--- src/rtl/fifo_uart_tx.sv ---
// fifo_uart_tx: pops words from a FIFO and serialises them as UART frames (start, data LSB first, stop).
// Defining FIFO_UART_TX_PARITY_EN inserts an even-parity bit between data and stop.
module fifo_uart_tx #(
  parameter int WordLength = 8,
  parameter int ClkDiv = 16
) (
  input  logic                  clk_i,
  input  logic                  rst_ni,
  input  logic                  tx_en_i,
  input  logic [WordLength-1:0] fifo_data_i,
  input  logic                  fifo_empty_i,
  output logic                  fifo_rd_o,
  output logic                  tx_o,
  output logic                  busy_o,
  output logic                  done_o
);
  localparam int BW = $clog2(ClkDiv);
  localparam int NW = $clog2(WordLength);
`ifdef FIFO_UART_TX_PARITY_EN
  typedef enum logic [2:0] {IDLE, START, DATA, PARITY, STOP} state_e;
`else
  typedef enum logic [1:0] {IDLE, START, DATA, STOP} state_e;
`endif
  state_e state_q, state_d;
  logic [BW-1:0] baud_q, baud_d;
  logic [NW-1:0] bit_q, bit_d;
  logic [WordLength-1:0] shift_q, shift_d;
  logic tx_q, tx_d, baud_last, bit_last, pop;
  assign baud_last = baud_q == BW'(ClkDiv - 1);
  assign bit_last = bit_q == NW'(WordLength - 1);
  // Reset gating keeps the pop strobe low while the block is held in reset.
  assign pop = rst_ni && !fifo_empty_i && tx_en_i && (state_q == IDLE || (state_q == STOP && baud_last));
  assign fifo_rd_o = pop;
  assign tx_o = tx_q;
  assign busy_o = state_q != IDLE;
  assign done_o = state_q == STOP && baud_last;
`ifdef FIFO_UART_TX_PARITY_EN
  logic par_q, par_d;
  assign par_d = pop ? ^fifo_data_i : par_q;
`endif
  always_comb begin
    state_d = state_q;
    bit_d = bit_q;
    shift_d = shift_q;
    baud_d = (state_q == IDLE || baud_last) ? '0 : baud_q + 1'b1;
    case (state_q)
      IDLE:  state_d = pop ? START : IDLE;
      START: state_d = baud_last ? DATA : START;
      DATA: if (baud_last) begin
        shift_d = shift_q >> 1;
        bit_d = bit_last ? '0 : bit_q + 1'b1;
`ifdef FIFO_UART_TX_PARITY_EN
        state_d = bit_last ? PARITY : DATA;
`else
        state_d = bit_last ? STOP : DATA;
`endif
      end
`ifdef FIFO_UART_TX_PARITY_EN
      PARITY: state_d = baud_last ? STOP : PARITY;
`endif
      STOP:  state_d = baud_last ? (pop ? START : IDLE) : STOP;
      default: state_d = IDLE;
    endcase
    if (pop) shift_d = fifo_data_i;
    // tx is driven from the next state so the line changes on the same edge as the state.
`ifdef FIFO_UART_TX_PARITY_EN
    tx_d = state_d == START ? 1'b0 : state_d == DATA ? shift_d[0] : state_d == PARITY ? par_q : 1'b1;
`else
    tx_d = state_d == START ? 1'b0 : state_d == DATA ? shift_d[0] : 1'b1;
`endif
  end
  always_ff @(posedge clk_i or negedge rst_ni) begin
    if (!rst_ni) begin
      state_q <= IDLE;
      baud_q <= '0;
      bit_q <= '0;
      shift_q <= '0;
      tx_q <= 1'b1;
    end else begin
      state_q <= state_d;
      baud_q <= baud_d;
      bit_q <= bit_d;
      shift_q <= shift_d;
      tx_q <= tx_d;
    end
  end
`ifdef FIFO_UART_TX_PARITY_EN
  always_ff @(posedge clk_i or negedge rst_ni) begin
    if (!rst_ni) par_q <= 1'b0;
    else par_q <= par_d;
  end
`endif
endmodule

--- config.mk ---
export PLATFORM = sky130hd
export DESIGN_NAME = fifo_uart_tx
export DESIGN_NICKNAME = d
export VERILOG_FILES = /design/src/rtl/fifo_uart_tx.sv
export SDC_FILE = /design/constraint.sdc
export NUM_CORES = 1
export LEC_CHECK = 0
export ABC_AREA = 0
export CAP_MARGIN = 0
export CELL_PAD_IN_SITES_DETAIL_PLACEMENT = 1
export CELL_PAD_IN_SITES_GLOBAL_PLACEMENT = 1
export CORE_UTILIZATION = 25
export CTS_CLUSTER_DIAMETER = 100
export DETAILED_ROUTE_END_ITERATION = 12
export MAX_ROUTING_LAYER = met4
export PLACE_DENSITY_LB_ADDON = 0.1
export SYNTH_ARGS = -nofsm -noshare
export SYNTH_HDL_FRONTEND = slang
export SYNTH_SLANG_ARGS = --single-unit
--- constraint.sdc ---
create_clock -name clk_i -period 1.8 [get_ports clk_i]
set_clock_uncertainty 0.05 [all_clocks]
set_input_delay 0.27 -clock clk_i [delete_from_list [all_inputs] [get_ports clk_i]]
set_output_delay 0.27 -clock clk_i [all_outputs]
set_load 0.02 [all_outputs]
; Word level (Yosys, flattened, before mapping)
; Cells that the tools add are included.
; W data, S select, Z words.
[classes]
reduce_logical = 13
add_sub_neg = 2
eq_ne = 7
mux = 13
[op_table]
columns = operator, count
row1 = $mux W8, 3
row2 = $pmux W2 S4, 1
row3 = $eq A2 B2 Y1 const B, 3
row4 = $mux W2, 3
row5 = $reduce_bool A2 Y1, 3
row6 = $add A4 B1 Y4 const B, 1
row7 = $eq A2 B1 Y1 const B, 2
row8 = $eq A4 B4 Y1 const B, 1
row9 = $logic_and A1 B1 Y1, 4
row10 = $mux W1, 4
row11 = $mux W4, 1
row12 = $reduce_and A2 Y1, 2
row13 = $add A3 B1 Y3 const B, 1
row14 = $eq A3 B3 Y1 const B, 1
row15 = $mux W3, 1
row16 = $logic_not A2 Y1, 1
row17 = $logic_or A1 B1 Y1, 2
row18 = $logic_not A1 Y1, 1
[word_totals]
output_inout_bits = 4
regBits = 18
elab_cells = 41

; Logic depth before layout (Yosys ltp)
[depth]
ltp_word = 10
mapped_depth = 6
depth_no_buf = 5

; Least setup slack after synthesis
; No wires, ideal clock.
[synth_path]
kind = reg-to-reg
start = register baud_q[0]
end = register shift_q[1]
path_slack_ns = 0.122
path_stages_with_launch = 7
synth_period_minus_slack_ns = 1.678
arrival_time_ns = 1.510
path_buffers = 1
path_cell_list = dfrtp_1 ha_1 and4_2 and2_1 buf_2 a22o_1 a21o_1
[synth_between]
elab_chain_cells = 6
word_cells_on_any_way = 8
[synth_rtl]
columns = element, line_no
row1 = "start, declared", 25  ; logic [BW-1:0] baud_q, baud_d;
row2 = "start signal, assigned", 81  ; baud_q <= baud_d;
row3 = $eq A4 B4 Y1 *, 29  ; assign baud_last = baud_q == BW'(ClkDiv - 1);
row4 = $logic_and A1 B1 Y1, 32  ; assign pop = rst_ni && !fifo_empty_i && tx_en_i && (state_q == IDLE || (state_q == STOP && baud_last));
row5 = $logic_or A1 B1 Y1, 32
row6 = $logic_and A1 B1 Y1, 32
row7 = $reduce_bool A2 Y1 (no line), n/a
row8 = $reduce_and A2 Y1 (no line), n/a
row9 = "end signal, assigned", 83  ; shift_q <= shift_d;
row10 = "end, declared", 27  ; logic [WordLength-1:0] shift_q, shift_d;
; Mark *: on every way between the ends. The rest lies on a longest branch, timed or not.
; A chain may end at the register's enable or synchronous reset.

; Final worst setup path
[layout_path]
start = register baud_q[1]
end = register tx_q, in the netlist tx_o
[layout_between]
word_cells_on_any_way = 16
[layout_lines]
columns = element, line_no
row1 = $eq A4 B4 Y1 *, 29
row2 = $logic_and A1 B1 Y1, 32
row3 = $logic_or A1 B1 Y1, 32
row4 = $logic_and A1 B1 Y1, 32
row5 = $mux W8 *, 64  ; if (pop) shift_d = fifo_data_i;
row6 = via shift_d[0], 27
row7 = $mux W1 * (2 in a row), 69  ; tx_d = state_d == START ? 1'b0 : state_d == DATA ? shift_d[0] : 1'b1;
row8 = via tx_d, 28  ; logic tx_q, tx_d, baud_last, bit_last, pop;
row9 = "end signal, assigned", 84  ; tx_q <= tx_d;
row10 = "end, declared", 28
; The timed path passes the listed nets; every way through them passes the cells marked *. The select of a mux whose other input is x is not followed.

==> impl_metrics.tcl <==
set metrics [dict create \
    routedWlPerCell_um 13.2 \
    cts_made_buffers 3 \
    routabilityCongestion 0.735 \
    ys.flop_type "dfrtp_1" \
    crit_type "flip-flop to flip-flop" \
    maxCapViolations 0 \
    fp.dieW_um 61.2 \
    antenna_found_initial 0 \
    slew-limit-headroom 0.802 \
    fillers 394 \
    fmax_mhz 572 \
    leakage_nw 0.588 \
    async_flop_share 1.00 \
    setup_violations 0 \
    ys_ff_latch 18 \
    grt_pass1_wl_mm 3.00 \
    start_util 0.263 \
    rsz0062_at_grt "yes" \
    drv_slew 0 \
    synthesis.nets 89 \
    path_clk_slew_ns 0.11 \
    placed_cell_area_mm2 0.00115 \
    syn_area_per_cell_um2 11.9 \
    first_pass_iters 2 \
    synthesis.area_um2 877 \
    tightestPinTransition_ns 0.295 \
    whs_ns 0.308 \
    regArea_um2 452 \
    grt_max_degree 19 \
    post-route-min-period_ns 1.75 \
    area_growth_pct 40.9 \
    detail-route-antenna-nets 0 \
    die_area_mm2 0.00375 \
    ys_seq_area_frac 0.515 \
    dp_hpwl_mm 1.48 \
    via_per_inst 4.56 \
    antenna-diode-count 0 \
    design_area_mm2 0.00124 \
    status "completed" \
    yosys_warnings 0 \
    cts_tree "yes" \
    groute.usage.overall 0.119 \
    required_ns 1.98 \
    fin_crit_sh 0.972 \
    critical_path_peak_fanout 4 \
    cp.arrival_ns 1.93 \
    drive_above_1_share 0.352 \
    portBuffers 15 \
    endpoint_kind "flip-flop" \
    hold_buffers 0 \
    drc 0 \
    ioPinCount 16 \
    coreArea_mm2 0.00334 \
    hold_viol_final 0 \
    h-tree-depth 1 \
    synth-edff-count 0 \
    clk_path_buf_depth 2 \
    insertion_delay_ns 0.29 \
    rows 21 \
    nets 121 \
    multi_input_area_um2 429 \
    synth_cell_types 32 \
    p_per_area_mw_per_mm2 568 \
    hp-class "primary input to asynchronous set/reset pin" \
    critPathLaunchType "flip-flop" \
    netlist_instances 74 \
    grt_pass1_vias 662 \
    root_buffer "clkbuf_4" \
    cts_sinks 18 \
    num_vias 689 \
    drtIter0Drc 6 \
    drt_wl_total_mm 2.00 \
    gr-total-overflow 0 \
    peakVddDrop_mv 0.358 \
    die_h_um 61.2 \
]
metal layers:
| metal | routed length [um] | part of all wire | up-vias | global-route usage |
|---|---|---|---|---|
| met5 | 0 | 0 | - | - |
| met4 | 17 | 0.0085 | 0 | 0.0292 |
| met3 | 84 | 0.042 | 2 | 0.0462 |
| met2 | 1020 | 0.51 | 11 | 0.202 |
| met1 | 882 | 0.44 | 343 | 0.132 |
| li1 | - | - | 333 | - |
layout make-up:
class,count,area share
clock buffer,4,0.0294
inverter,2,0.00607
multi-input combinational,51,0.347
sequential,18,0.365
tap,46,0.0466
timing repair buffer,30,0.205
repair_timing:
item                       4_1_cts  5_1_grt
setup buffers                    0        3
resized for setup               10       10
pin swaps                        0        3
setup endpoints to repair       14        5
through the flow:
step           cells  TNS [ns]  setup WS, ns  utilization  power, mW
2_1_floorplan     74         0         0.122            -      0.424
4_1_cts          148    -0.176        -0.121        0.355      0.724
6_report         151         0        0.0503        0.370      0.702
3_5_place_dp     144    -0.813        -0.314        0.345      0.463
3_3_place_gp     144    -0.711        -0.315        0.345      0.462
5_1_grt          151   -0.0227       -0.0227        0.370      0.744
synth_stat cells, types with 2 or more instances:
| master | count | area share |
|---|---|---|
| dfrtp_1 | 17 | 0.49 |
| a21o_1 | 6 | 0.051 |
| a22o_1 | 6 | 0.060 |
| nand3_1 | 4 | 0.023 |
| ha_1 | 3 | 0.043 |
| mux2_2 | 3 | 0.039 |
| nand2_1 | 3 | 0.013 |
| nor2_1 | 3 | 0.013 |
| xor2_1 | 3 | 0.030 |
| and2_1 | 2 | 0.014 |
| inv_1 | 2 | 0.0086 |
| nand4_1 | 2 | 0.014 |
worst paths after layout:
| check | start | to | slack [ns] | cells after the start |
|---|---|---|---|---|
| setup / recovery | baud_q[1] | tx_o | 0.05 | 6 |
| hold / removal | rst_ni | baud_q[1] | 0.31 | 2 |
| setup reg to reg | baud_q[1] | tx_o | 0.05 | 6 |
| hold reg to reg | shift_q[1] | shift_q[1] | 0.44 | 1 |
| max in group asynchronous | rst_ni | tx_o | 1.13 | 2 |
| min in group clk_i | shift_q[1] | shift_q[1] | 0.44 | 1 |
cells in the final DEF (no fill, tap or decap), types with 2 or more instances in the layout:
cell type	synthesis	final
a21o_1	6	6
clkbuf_4	0	3
ha_1	3	2
dfrtp_1	17	17
clkdlybuf4s50_1	0	12
a22o_1	6	6
xor2_1	3	3
nand3_1	4	3
and2_2	1	2
mux2_2	3	3
nand4_1	2	2
buf_4	1	15
nor2_1	3	3
inv_1	2	2
nand2_1	3	3
state kept, by name (all words and copies together) (netlist names):
name / flops
baud_q: 4
shift_q: 8
state_q: 2
bit_q: 3
tx_o: 1
cell families after synthesis:
group                    Yosys count  synth area share
AO/OA/AOI/OAI                     19             0.185
XOR/XNOR                           4            0.0400
adder cells (fa/ha/maj)            3            0.0428
buffers and inverters              5            0.0357
flip-flops                        18             0.515
multiplexers                       3            0.0385
AND/OR/NAND/NOR                   22             0.143
where the power goes:
group | internal, mW | leakage [nW] | total (mW) | switching, mW
Sequential | 0.409 | 0.228 | 0.411 | 0.00192
Combinational | 0.0275 | 0.340 | 0.0429 | 0.0154
Clock | 0.123 | 0.0210 | 0.248 | 0.125
Total | 0.559 | 0.588 | 0.702 | 0.142
worst max-delay path, cell delays in order (launching register included):
cell	delay, ns
dfrtp_1	0.43
ha_4	0.19
and4_4	0.20
buf_4	0.13
and3_1	0.17
o31a_2	0.34
o21a_1	0.19
Power figures use the tool's default switching activity.
